### src/rtl/cache_pkg.sv
// cache_pkg: shared widths, FSM state type and address helpers for the 2-way cache controller.
// Rev 1.0
`default_nettype none

package cache_pkg;

  localparam int TAG_W  = 9;
  localparam int IDX_W  = 5;
  localparam int DATA_W = 64;

  typedef enum logic [2:0] {
    ST_IDLE      = 3'd0,
    ST_COMPARE   = 3'd1,
    ST_WRITEBACK = 3'd2,
    ST_ALLOCATE  = 3'd3,
    ST_FILL      = 3'd4,
    ST_RESP      = 3'd5
  } ctrl_state_e;

  function automatic logic [TAG_W-1:0] addr_tag(input logic [TAG_W+IDX_W-1:0] addr);
    return addr[TAG_W+IDX_W-1:IDX_W];
  endfunction

  function automatic logic [IDX_W-1:0] addr_idx(input logic [TAG_W+IDX_W-1:0] addr);
    return addr[IDX_W-1:0];
  endfunction

endpackage

`default_nettype wire

### src/rtl/sat_counter.sv
// sat_counter: up-counter that sticks at all-ones; synchronous clear.
// Rev 1.0
`default_nettype none

module sat_counter #(
  parameter int CNT_W = 16
) (
  input  logic             clk,
  input  logic             rst_n,
  input  logic             inc_i,
  input  logic             clr_i,
  output logic [CNT_W-1:0] cnt_o
);

  logic [CNT_W-1:0] cnt_q, cnt_d;

  always_comb begin
    cnt_d = cnt_q;
    if (clr_i) begin
      cnt_d = '0;
    end else if (inc_i && (cnt_q != {CNT_W{1'b1}})) begin
      cnt_d = cnt_q + CNT_W'(1);
    end
  end

  always_ff @(posedge clk or negedge rst_n) begin
    if (!rst_n) cnt_q <= '0;
    else        cnt_q <= cnt_d;
  end

  assign cnt_o = cnt_q;

endmodule

`default_nettype wire

### src/rtl/cache_2way_ctrl.sv
// cache_2way_ctrl: write-back / write-allocate miss controller for a 2-way, 32-set, one-word-line cache.
// Rev 1.0
`default_nettype none

module cache_2way_ctrl #(
  parameter int ADDR_W = 14,
  parameter int DATA_W = 64,
  parameter int CNT_W  = 16
) (
  input  logic                       clk,
  input  logic                       rst_n,
  input  logic [ADDR_W-1:0]          cpu_addr_i,
  input  logic                       cpu_re_i,
  input  logic                       cpu_we_i,
  input  logic [DATA_W-1:0]          cpu_wr_data_i,
  output logic                       cpu_rdy_o,
  output logic [DATA_W-1:0]          cpu_rd_data_o,
  output logic [ADDR_W-1:0]          c_addr_o,
  output logic                       c_re_o,
  output logic                       c_we_o,
  output logic [DATA_W-1:0]          c_wr_data_o,
  output logic                       c_wdirty_o,
  output logic                       c_toggle_o,
  input  logic [DATA_W-1:0]          c_rd_data_i,
  input  logic [cache_pkg::TAG_W-1:0] c_tag_out_i,
  input  logic                       c_hit_i,
  input  logic                       c_dirty_i,
  output logic [ADDR_W-1:0]          m_addr_o,
  output logic                       m_re_o,
  output logic                       m_we_o,
  output logic [DATA_W-1:0]          m_wr_data_o,
  input  logic [DATA_W-1:0]          m_rd_data_i,
  input  logic                       m_rdy_i,
  output logic [CNT_W-1:0]           hit_cnt_o,
  output logic [CNT_W-1:0]           miss_cnt_o
);

  import cache_pkg::*;

  ctrl_state_e         state_q, state_d;
  logic [ADDR_W-1:0]   addr_q, addr_d;
  logic [DATA_W-1:0]   wdata_q, wdata_d;
  logic                is_wr_q, is_wr_d;
  logic [DATA_W-1:0]   data_q, data_d;
  logic [ADDR_W-1:0]   wb_addr_q, wb_addr_d;
  logic [DATA_W-1:0]   wb_data_q, wb_data_d;
  logic                hit_inc, miss_inc;

  always_ff @(posedge clk or negedge rst_n) begin
    if (!rst_n) begin
      state_q   <= ST_IDLE;
      addr_q    <= '0;
      wdata_q   <= '0;
      is_wr_q   <= 1'b0;
      data_q    <= '0;
      wb_addr_q <= '0;
      wb_data_q <= '0;
    end else begin
      state_q   <= state_d;
      addr_q    <= addr_d;
      wdata_q   <= wdata_d;
      is_wr_q   <= is_wr_d;
      data_q    <= data_d;
      wb_addr_q <= wb_addr_d;
      wb_data_q <= wb_data_d;
    end
  end

  always_comb begin
    state_d       = state_q;
    addr_d        = addr_q;
    wdata_d       = wdata_q;
    is_wr_d       = is_wr_q;
    data_d        = data_q;
    wb_addr_d     = wb_addr_q;
    wb_data_d     = wb_data_q;
    hit_inc       = 1'b0;
    miss_inc      = 1'b0;
    cpu_rdy_o     = 1'b0;
    cpu_rd_data_o = '0;
    c_addr_o      = '0;
    c_re_o        = 1'b0;
    c_we_o        = 1'b0;
    c_wr_data_o   = '0;
    c_wdirty_o    = 1'b0;
    c_toggle_o    = 1'b0;
    m_addr_o      = '0;
    m_re_o        = 1'b0;
    m_we_o        = 1'b0;
    m_wr_data_o   = '0;

    case (state_q)
      ST_IDLE: begin
        if (cpu_re_i || cpu_we_i) begin
          addr_d  = cpu_addr_i;
          wdata_d = cpu_wr_data_i;
          is_wr_d = cpu_we_i;
          state_d = ST_COMPARE;
        end
      end
      ST_COMPARE: begin
        c_re_o   = 1'b1;
        c_addr_o = addr_q;
        if (c_hit_i) begin
          hit_inc = 1'b1;
          if (is_wr_q) begin
            c_we_o      = 1'b1;
            c_wr_data_o = wdata_q;
            c_wdirty_o  = 1'b1;
          end else begin
            data_d = c_rd_data_i;
          end
          state_d = ST_RESP;
        end else begin
          miss_inc = 1'b1;
          // Victim is captured here so the writeback address/data stay stable while m_we is held.
          if (c_dirty_i) begin
            wb_addr_d = {c_tag_out_i, addr_idx(addr_q)};
            wb_data_d = c_rd_data_i;
            state_d   = ST_WRITEBACK;
          end else begin
            state_d = ST_ALLOCATE;
          end
        end
      end
      ST_WRITEBACK: begin
        m_we_o      = 1'b1;
        m_addr_o    = wb_addr_q;
        m_wr_data_o = wb_data_q;
        if (m_rdy_i) state_d = ST_ALLOCATE;
      end
      ST_ALLOCATE: begin
        m_re_o   = 1'b1;
        m_addr_o = addr_q;
        if (m_rdy_i) begin
          data_d  = m_rd_data_i;
          state_d = ST_FILL;
        end
      end
      ST_FILL: begin
        c_we_o      = 1'b1;
        c_toggle_o  = 1'b1;
        c_addr_o    = addr_q;
        c_wr_data_o = is_wr_q ? wdata_q : data_q;
        c_wdirty_o  = is_wr_q;
        state_d     = ST_RESP;
      end
      ST_RESP: begin
        cpu_rdy_o     = 1'b1;
        cpu_rd_data_o = is_wr_q ? '0 : data_q;
        state_d       = ST_IDLE;
      end
      default: state_d = ST_IDLE;
    endcase
  end

  sat_counter #(.CNT_W(CNT_W)) u_hit_cnt (
    .clk   (clk),
    .rst_n (rst_n),
    .inc_i (hit_inc),
    .clr_i (1'b0),
    .cnt_o (hit_cnt_o)
  );

  sat_counter #(.CNT_W(CNT_W)) u_miss_cnt (
    .clk   (clk),
    .rst_n (rst_n),
    .inc_i (miss_inc),
    .clr_i (1'b0),
    .cnt_o (miss_cnt_o)
  );

endmodule

`default_nettype wire

### config.mk
export PLATFORM = sky130hd
export DESIGN_NAME = cache_2way_ctrl
export DESIGN_NICKNAME = d
export VERILOG_FILES = /design/src/rtl/cache_pkg.sv /design/src/rtl/sat_counter.sv /design/src/rtl/cache_2way_ctrl.sv
export SDC_FILE = /design/constraint.sdc
export NUM_CORES = 1
export LEC_CHECK = 0
export CAP_MARGIN = 20
export CORE_AREA = 4 4 182 184
export CTS_CLUSTER_DIAMETER = 60
export DETAILED_ROUTE_END_ITERATION = 8
export DIE_AREA = 0 0 186 188
export PLACE_DENSITY = 0.81
export SLEW_MARGIN = 20
export SYNTH_ARGS = -nofsm -noshare
export SYNTH_HDL_FRONTEND = slang
export SYNTH_SLANG_ARGS = --single-unit
### constraint.sdc
create_clock -name clk -period 2.2 [get_ports clk]
set_input_delay 0.44 -clock clk [delete_from_list [all_inputs] [get_ports clk]]
set_output_delay 0.44 -clock clk [all_outputs]
set_load 0.01 [all_outputs]
==> results.sh, run 1 <==
export IMPL_seq_area_frac_synth_pct=52.4
export IMPL_layout_worst_path_cycle_share_pct=127
export IMPL_synthesis_area_sq_um=12200
export IMPL_wl_per_cell_um=25.8
export IMPL_p_per_area_nw_per_um2=1310
export IMPL_multi_input_area_sq_um=6070
export IMPL_final_util_pct=68.3
export IMPL_drtAntennaViolNets=0
export IMPL_synth_top_area_share_pct=52.4
export IMPL_tightest_slew_ps=636
export IMPL_register_area_sq_um=6410
export IMPL_fin_ws_ps=-596
export IMPL_finalSetupViolCount=232
export IMPL_r2r_slack_ps=-130
export IMPL_core_sq_um=31400
export IMPL_hpwlAfterDp_mm=34.8
export IMPL_max_freq_mhz=358
export IMPL_start_util_pct=39.0
export IMPL_vias_per_cell=5.62
export IMPL_first_iter_violations=1113
export IMPL_regToRegEndpoint="u_miss_cnt.cnt_o[15]"
export IMPL_final_cell_mix="dfrtp_1, clkdlybuf4s50_1, buf_6"
export IMPL_synth_area_leader_cell="dfrtp_1"
export IMPL_synthTopCellsByArea="dfrtp_1, mux2_2, a22o_1"
export IMPL_cts_path_max_buffers=3
export IMPL_hold_violations=0
export IMPL_final_common_cell="dfrtp_1"
export IMPL_r2r_cells=7
export IMPL_r2r_start="state_q[2]"
export IMPL_start_kind="flop"
export IMPL_globalplace_congestion=0.938
export IMPL_grt_setup_unrepaired="yes"
export IMPL_place_ws_ps=-540
export IMPL_firstDrtPassIters=5
export IMPL_syn_avg_cell_area_sq_um=10.9
export IMPL_maxCapViolations=0
export IMPL_grt_max_degree=65
export IMPL_crit_required_ps=1760
export IMPL_fin_setup_tns_ps=-94010
export IMPL_h_tree_depth=1
export IMPL_violations="setup timing"
export IMPL_overflow=0
export IMPL_final_max_slew_viol_count=0
export IMPL_cts_tree="yes"
export IMPL_ios=481
export IMPL_die_h_um=188
export IMPL_hold_class="primary input to asynchronous set/reset pin"
export IMPL_p_leak_nw=9.79
export IMPL_grt_pass1_wl_mm=78.4
export IMPL_drcViolationCount=0
export IMPL_period_needed_ps=2800
export IMPL_async_flop_share_pct=100
export IMPL_grt_pass1_vias=12600
export IMPL_status="finished, violations left"
export IMPL_fillers=2093
export IMPL_insertion_delay_ps=570
export IMPL_cts_inserted_buffers=30
export IMPL_dieArea_sq_um=35000
export IMPL_finalNetCount=1985
export IMPL_synth_edff_count=0
export IMPL_synthToLayoutAreaGrowth_pct=75.3
export IMPL_die_w_um=186
export IMPL_io_buffers=480
export IMPL_antenna_found_initial=4
export IMPL_finalWirelength_mm=56.5
export IMPL_root_buffer="clkbuf_16"
export IMPL_ys_ff_latch=256
export IMPL_syn_inst=1119
export IMPL_yosys_warnings=0
export IMPL_syn_nets=1343
export IMPL_cp_max_fo=4
export IMPL_vias=12300
export IMPL_layout_drive_gt1_share_pct=45.3
export IMPL_worstSetupPathType="flop to output pin"
export IMPL_yosysUniqueCellTypes=47
export IMPL_cts_clk_slew_worst_paths_ps=60
export IMPL_endpoint_kind="output pin"
export IMPL_skew_ps=27.8
export IMPL_ir_drop_uv=990
export IMPL_rows=65
export IMPL_slew_headroom_pct=57.6
export IMPL_synth_top_flop_cell="dfrtp_1"
export IMPL_cts_sinks=256
export IMPL_critical_path_arrival_ps=2360
export IMPL_track_usage_pct=29.2
-- how the worst max path moves through the flow --
stage          startpoint           endpoint  slack, ps  depth (start not counted)
2_1_floorplan  state_q[1]    c_wr_data_o[11]         -1                          7
3_3_place_gp      c_hit_i    c_wr_data_o[35]       -510                          6
3_5_place_dp      c_hit_i    c_wr_data_o[21]       -540                          6
4_1_cts        state_q[2]  cpu_rd_data_o[22]       -630                         10
5_1_grt        state_q[1]    c_wr_data_o[58]       -660                          9
6_report       state_q[1]    c_wr_data_o[17]       -600                          9
-- what timing repair did --
item                       4_1_cts  5_1_grt
setup endpoints to repair      227      320
pin swaps                       23       82
cloned                          17        7
hold endpoints to repair        50        0
setup buffers                  107       46
hold buffers                     1        0
resized for setup             1043      361
-- cells in the mapped netlist, types with 5 or more instances --
master and count:
a22o_1 77, clkbuf_1 45, nand2_1 145, xor2_1 22, nor2_1 71, and3_1 66, nor4_1 10, buf_2 34
a31oi_1 65, inv_1 5, and2_1 65, mux2_2 161, buf_1 5, nand3_1 12, nand4_1 8, nor2b_1 16
dfrtp_1 256, nor3_1 10
-- critical path, cell delays in order, from the launching register on --
cell	delay [ps]
dfrtp_2	470
nor3b_4	240
nand2_2	120
a21oi_4	180
buf_12	140
buf_12	130
buf_6	100
buf_6	110
a22o_1	140
buf_2	130
-- state kept, by name, summed over array words and instances (netlist names) --
signal / flops
is_wr_q: 1
wdata_q: 64
u_hit_cnt.cnt_o: 16
addr_q: 14
u_miss_cnt.cnt_o: 16
wb_data_q: 64
state_q: 3
wb_addr_q: 14
data_q: 64
-- final cells by class --
type	count	area share (%)
clock buffers	41	3.88
inverters	6	0.128
repair buffers	698	34.7
clock inverters	14	0.718
well taps	402	2.35
diodes	4	0.0467
multi-input cells	769	28.3
flip-flops and latches	256	29.9
-- layer usage --
| layer | vias to the layer above | global-route usage [%] | share of wire [%] |
|---|---|---|---|
| li1 | 5270 | - | - |
| met1 | 6078 | 35.5 | 36 |
| met2 | 762 | 48.1 | 49 |
| met3 | 198 | 7.60 | 9.6 |
| met4 | 0 | 14.2 | 5.8 |
| met5 | - | 0 | 0 |
-- kinds of logic (layout without fill, tap and decap cells) --
logic type	after synthesis	after routing	share of synthesized area, %
DFF	256	256	52.4
other	0	4	0
xor gates and xnor gates	24	24	1.72
muxes	162	162	14.9
and+or+nand+nor	421	421	17.6
buffers and inverters	94	759	3.38
AOI/OAI and AO/OA	160	160	9.84
adders and majority gates	2	2	0.204
-- report_power, final --
group	switching, mW	leakage [nW]	internal (mW)	total [mW]
Sequential	2.10	3.04	6.93	9.03
Clock	2.08	0.481	2.90	4.98
Combinational	6.13	6.27	7.90	14.0
-- per-stage QoR --
step	hold WS, ps	power (mW)	std cells	cell area (sq um)
after floorplan	144	13.6	1119	12200
after global placement	419	19.0	1989	18000
after detailed placement	421	19.3	1989	18000
after CTS	413	26.4	2168	20400
after global routing	433	29.2	2190	21400
final	423	28.0	2190	21400
Power figures use the tool's default switching activity.
==> run 2, diff against run 1 <==
--- a/config.mk
+++ b/config.mk
@@ -6,11 +6,12 @@
 export NUM_CORES = 1
 export LEC_CHECK = 0
 export CAP_MARGIN = 20
-export CORE_AREA = 4 4 182 184
+export CORE_AREA = 4 4 186 188
+export CTS_BUF_LIST = sky130_fd_sc_hd__clkbuf_2
 export CTS_CLUSTER_DIAMETER = 60
 export DETAILED_ROUTE_END_ITERATION = 8
-export DIE_AREA = 0 0 186 188
-export PLACE_DENSITY = 0.81
+export DIE_AREA = 0 0 190 192
+export PLACE_DENSITY = 0.78
 export SLEW_MARGIN = 20
 export SYNTH_ARGS = -nofsm -noshare
 export SYNTH_HDL_FRONTEND = slang
==> results.sh, run 2 (synthesized netlist as in run 1, its figures left out) <==
export IMPL_status="finished, violations left"
export IMPL_violations="setup timing"
export IMPL_dieArea_sq_um=36500
export IMPL_skew_ps=92.0
export IMPL_maxCapViolations=0
export IMPL_tightest_slew_ps=431
export IMPL_root_buffer="clkbuf_2"
export IMPL_wl_per_cell_um=24.0
export IMPL_hpwlAfterDp_mm=34.1
export IMPL_insertion_delay_ps=900
export IMPL_period_needed_ps=3030
export IMPL_layout_drive_gt1_share_pct=43.8
export IMPL_ir_drop_uv=806
export IMPL_fin_setup_tns_ps=-149570
export IMPL_finalNonFillerCells=2245
export IMPL_cts_clk_slew_worst_paths_ps=110
export IMPL_slowest_delay_ps=430
export IMPL_finalWirelength_mm=53.8
export IMPL_finalPower_mw=25.5
export IMPL_slew_headroom_pct=71.3
export IMPL_fillers=2629
export IMPL_crit_path_top_delay_cell="dfrtp_2"
export IMPL_reg_top3="data_q: 64 flops, wb_data_q: 64 flops, wdata_q: 64 flops"
export IMPL_grt_setup_unrepaired="yes"
export IMPL_final_common_cell="dfrtp_1"
export IMPL_cts_path_max_buffers=3
export IMPL_drtAntennaViolNets=0
export IMPL_final_cell_mix="dfrtp_1, clkdlybuf4s50_1, mux2_2"
export IMPL_die_h_um=192
export IMPL_final_util_pct=61.3
export IMPL_start_kind="flop"
export IMPL_ios=481
export IMPL_hold_violations=0
export IMPL_drcViolationCount=0
export IMPL_grt_max_degree=78
export IMPL_vias_per_cell=5.37
export IMPL_h_tree_depth=3
export IMPL_rows=67
export IMPL_cp_max_fo=7
export IMPL_vias=12100
export IMPL_fin_ws_ps=-833
export IMPL_die_w_um=190
export IMPL_crit_chain="buf_6 > nor3b_4 > nand2_2 > a21oi_4 > buf_12 > buf_6 > a22o_1 > dlygate4sd2_1"
export IMPL_cts_inserted_buffers=71
export IMPL_final_max_slew_viol_count=0
export IMPL_core_sq_um=33100
export IMPL_placed_cell_area_sq_um=18000
export IMPL_io_buffers=480
export IMPL_fin_area_sq_um=20300
export IMPL_p_leak_nw=9.36
export IMPL_finalSetupViolCount=266
export IMPL_antenna_found_initial=5
export IMPL_grt_pass1_vias=12400
export IMPL_globalplace_congestion=0.894
export IMPL_max_freq_mhz=330
export IMPL_endpoint_kind="output pin"
export IMPL_worstSetupPathType="flop to output pin"
export IMPL_synthToLayoutAreaGrowth_pct=65.9
export IMPL_track_usage_pct=27.5
export IMPL_holdWs_ps=100
export IMPL_finalNetCount=1966
export IMPL_start_util_pct=37.0
export IMPL_first_iter_violations=843
export IMPL_cp_common_cell="buf_6"
export IMPL_hold_class="primary input to flop"
export IMPL_place_inst=2025
export IMPL_grt_pass1_wl_mm=76.7
export IMPL_crit_required_ps=1760
export IMPL_p_per_area_nw_per_um2=1260
export IMPL_place_ws_ps=-546
export IMPL_cts_tree="yes"
export IMPL_cts_sinks=256
export IMPL_layout_worst_path_cycle_share_pct=138
export IMPL_critical_path_arrival_ps=2590
export IMPL_overflow=0
export IMPL_register_area_sq_um=6410
export IMPL_firstDrtPassIters=5
export IMPL_multi_input_area_sq_um=5970
run 2: changes by cell type in the layout (fill, tap and decap cells not counted), moves of 5 or more:
cell / change
and2_1: +6
clkbuf_16: -32
clkbuf_2: +108
and3_4: -7
buf_4: -8
buf_2: +12
buf_6: -76
and3_1: +7
and2_4: -6
clkdlybuf4s15_2: +5
clkbuf_1: -7
clkinv_1: +16
run 2: critical path, delay by kind of cell (launching register included):
kind            cells  cell delay, ps
flops               1             430
simple gates        2             310
compound gates      2             300
buf+inv             4             720
run 2: worst paths after layout:
kind	from	slack [ps]	to	cells past startpoint
setup reg to reg	state_q[1]	-20	wdata_q[30]	7
hold / removal	m_rd_data_i[10]	100	data_q[10]	3
min in group asynchronous	rst_n	620	data_q[17]	3
setup / recovery	state_q[2]	-830	c_wr_data_o[28]	8
hold reg to reg	wb_data_q[26]	510	wb_data_q[26]	1
max in group asynchronous	rst_n	730	wdata_q[20]	4
run 2: routing by layer:
metal  part of all wire, %  GRT usage [%]  up-vias
li1                      -              -     5274
met1                    39           33.2     5962
met2                    48           45.4      655
met3                   9.2           8.74      160
met4                   4.5           11.6        0
met5                     0              0        -
run 2: repair_timing:
action,in CTS,in global routing
hold buffers,3,0
pin swaps,44,32
buffers inserted,73,22
gates resized for setup,1003,265
gates cloned,17,7
setup endpoints to repair,259,332
hold endpoints to repair,256,0
run 2: final cells by class:
cell class	count	area share, %
timing repair buffer	638	32.9
sequential	256	31.6
multi-input combinational	769	29.4
tap	448	2.76
clock buffer	102	2.51
clock inverter	22	0.678
inverter	6	0.148
antenna	4	0.0493
run 2: where the power goes:
part	internal, mW	leakage (nW)	switching [mW]	total (mW)
Clock	1.47	0.493	2.13	3.60
Combinational	7.19	5.83	5.82	13.0
Sequential	6.91	3.04	1.97	8.88
==> run 3, diff against run 2 <==
--- a/config.mk
+++ b/config.mk
@@ -11,6 +11,7 @@
 export CTS_CLUSTER_DIAMETER = 60
 export DETAILED_ROUTE_END_ITERATION = 8
 export DIE_AREA = 0 0 190 192
+export GPL_TIMING_DRIVEN = 0
 export PLACE_DENSITY = 0.78
 export SLEW_MARGIN = 20
 export SYNTH_ARGS = -nofsm -noshare
==> results.sh, run 3 (synthesized netlist as in run 1, its figures left out) <==
export IMPL_start_util_pct=37.0
export IMPL_fillers=2628
export IMPL_die_h_um=192
export IMPL_final_cell_mix="dfrtp_1, clkdlybuf4s50_1, buf_6"
export IMPL_hold_class="primary input to flop"
export IMPL_wl_per_cell_um=23.4
export IMPL_cts_clk_slew_worst_paths_ps=100
export IMPL_slew_headroom_pct=33.5
export IMPL_finalSetupViolCount=475
export IMPL_rows=67
export IMPL_globalplace_congestion=0.907
export IMPL_placed_cell_area_sq_um=17700
export IMPL_h_tree_depth=3
export IMPL_finalWirelength_mm=53.7
export IMPL_cts_tree="yes"
export IMPL_multi_input_area_sq_um=5880
export IMPL_root_buffer="clkbuf_2"
export IMPL_core_sq_um=33100
export IMPL_cts_sinks=256
export IMPL_first_iter_violations=967
export IMPL_violations="setup timing"
export IMPL_endpoint_kind="output pin"
export IMPL_min_from="m_rd_data_i[27]"
export IMPL_hold_end="data_q[27]"
export IMPL_antenna_found_initial=4
export IMPL_p_per_area_nw_per_um2=1250
export IMPL_critical_path_arrival_ps=2830
export IMPL_r2r_slack_ps=-620
export IMPL_hpwlAfterDp_mm=37.1
export IMPL_status="finished, violations left"
export IMPL_final_max_slew_viol_count=0
export IMPL_vias_per_cell=5.36
export IMPL_cts_path_max_buffers=3
export IMPL_drcViolationCount=0
export IMPL_grt_pass1_vias=12600
export IMPL_ir_drop_uv=825
export IMPL_grt_pass1_wl_mm=76.3
export IMPL_place_ws_ps=-1340
export IMPL_grt_most_used_layer="met2"
export IMPL_period_needed_ps=3270
export IMPL_reg_top3="data_q: 64 flops, wb_data_q: 64 flops, wdata_q: 64 flops"
export IMPL_io_buffers=480
export IMPL_holdWs_ps=127
export IMPL_cts_inserted_buffers=74
export IMPL_die_w_um=190
export IMPL_max_freq_mhz=306
export IMPL_insertion_delay_ps=860
export IMPL_final_common_cell="dfrtp_1"
export IMPL_fin_ws_ps=-1070
export IMPL_synthToLayoutAreaGrowth_pct=64.4
export IMPL_grt_use_met1_pct=32.8
export IMPL_maxCapViolations=0
export IMPL_cp_max_fo=8
export IMPL_start_kind="flop"
export IMPL_use_met2_pct=45.7
export IMPL_finalNetCount=2014
export IMPL_regToRegEndpoint="wb_addr_q[6]"
export IMPL_r2r_cells=10
export IMPL_vias=12300
export IMPL_skew_ps=55.9
export IMPL_finalPower_mw=25.2
export IMPL_drtAntennaViolNets=0
export IMPL_layout_drive_gt1_share_pct=42.8
export IMPL_tightest_slew_ps=998
export IMPL_p_leak_nw=9.40
export IMPL_ios=481
export IMPL_layout_worst_path_cycle_share_pct=149
export IMPL_overflow=0
export IMPL_dieArea_sq_um=36500
export IMPL_crit_required_ps=1760
export IMPL_globalRouteMet3Util_pct=8.05
export IMPL_grt_max_degree=96
export IMPL_firstDrtPassIters=5
export IMPL_min_path_cells=3
export IMPL_hold_violations=0
export IMPL_fin_area_sq_um=20100
export IMPL_track_usage_pct=27.3
export IMPL_worstSetupPathType="flop to output pin"
export IMPL_register_area_sq_um=6410
export IMPL_grt_setup_unrepaired="yes"
export IMPL_r2r_start="state_q[0]"
-- run 3: cell count changes in the layout (fill, tap and decap cells not counted), sizes merged, moves of 2 or more --
cell           before  now
buf               361  388
bufinv              2    0
clkbuf            116  140
clkdlybuf4s15       6    2
clkinv             18   25
dlygate4sd3         3    1
-- run 3: where the power goes --
part / internal (mW) / switching [mW]
Combinational: 7.20 / 5.97
Clock: 1.24 / 2.16
Sequential: 6.90 / 1.73
-- run 3: what timing repair did --
action                     CTS  global route
pin swaps                   17            52
gates resized for setup    771           529
setup endpoints to repair  419           490
hold buffers                 1             0
buffers inserted            55            56
hold endpoints to repair    87             0
gates cloned                12             5
-- run 3: worst max-delay path by stage --
stage	from	to	slack (ps)	cells past startpoint
2_1_floorplan	state_q[1]	c_wr_data_o[11]	-1	7
3_3_place_gp	rst_n	wb_data_q[62]	-10560	1
3_5_place_dp	c_hit_i	c_wr_data_o[40]	-1340	7
4_1_cts	state_q[2]	c_wr_data_o[58]	-1170	12
5_1_grt	state_q[1]	c_wr_data_o[40]	-1160	11
6_report	state_q[1]	c_wr_data_o[40]	-1070	11
-- run 3: cell type report --
type                            count  share of cell area [%]
Inverter                            6                   0.137
Sequential cell                   256                    31.9
Multi-Input combinational cell    769                    29.2
Tap cell                          448                    2.79
Clock inverter                     28                   0.535
Antenna cell                        4                  0.0498
Buffer                             83                    3.53
Clock buffer                      101                    2.51
Timing Repair Buffer              600                    29.4
-- run 3: per-layer routing --
metal  routed length [um]  vias to the layer above  share of wire [%]
met4                 2310                        0                4.3
li1                     -                     5367                  -
met5                    0                        -                  0
met3                 4710                      154                8.8
met2                26500                      645                 49
met1                20200                     6128                 38
-- run 3: stage by stage --
step                      TNS [ps]  utilization, %  std cells
after floorplan              -64.5               -       1119
after global placement    -3025110            53.2       2047
after detailed placement   -245530            53.4       2050
after CTS                  -278090            58.4       2247
after global routing       -308820            60.7       2295
final                      -253740            60.7       2295
-- run 3: critical path, cell delays in order, from the launching register on --
cell	delay [ps]
dfrtp_1	400
buf_6	160
nor3b_4	260
nand2_4	90
a21oi_4	190
buf_12	130
buf_8	100
buf_12	120
buf_12	120
buf_16	120
a22o_1	160
buf_6	120
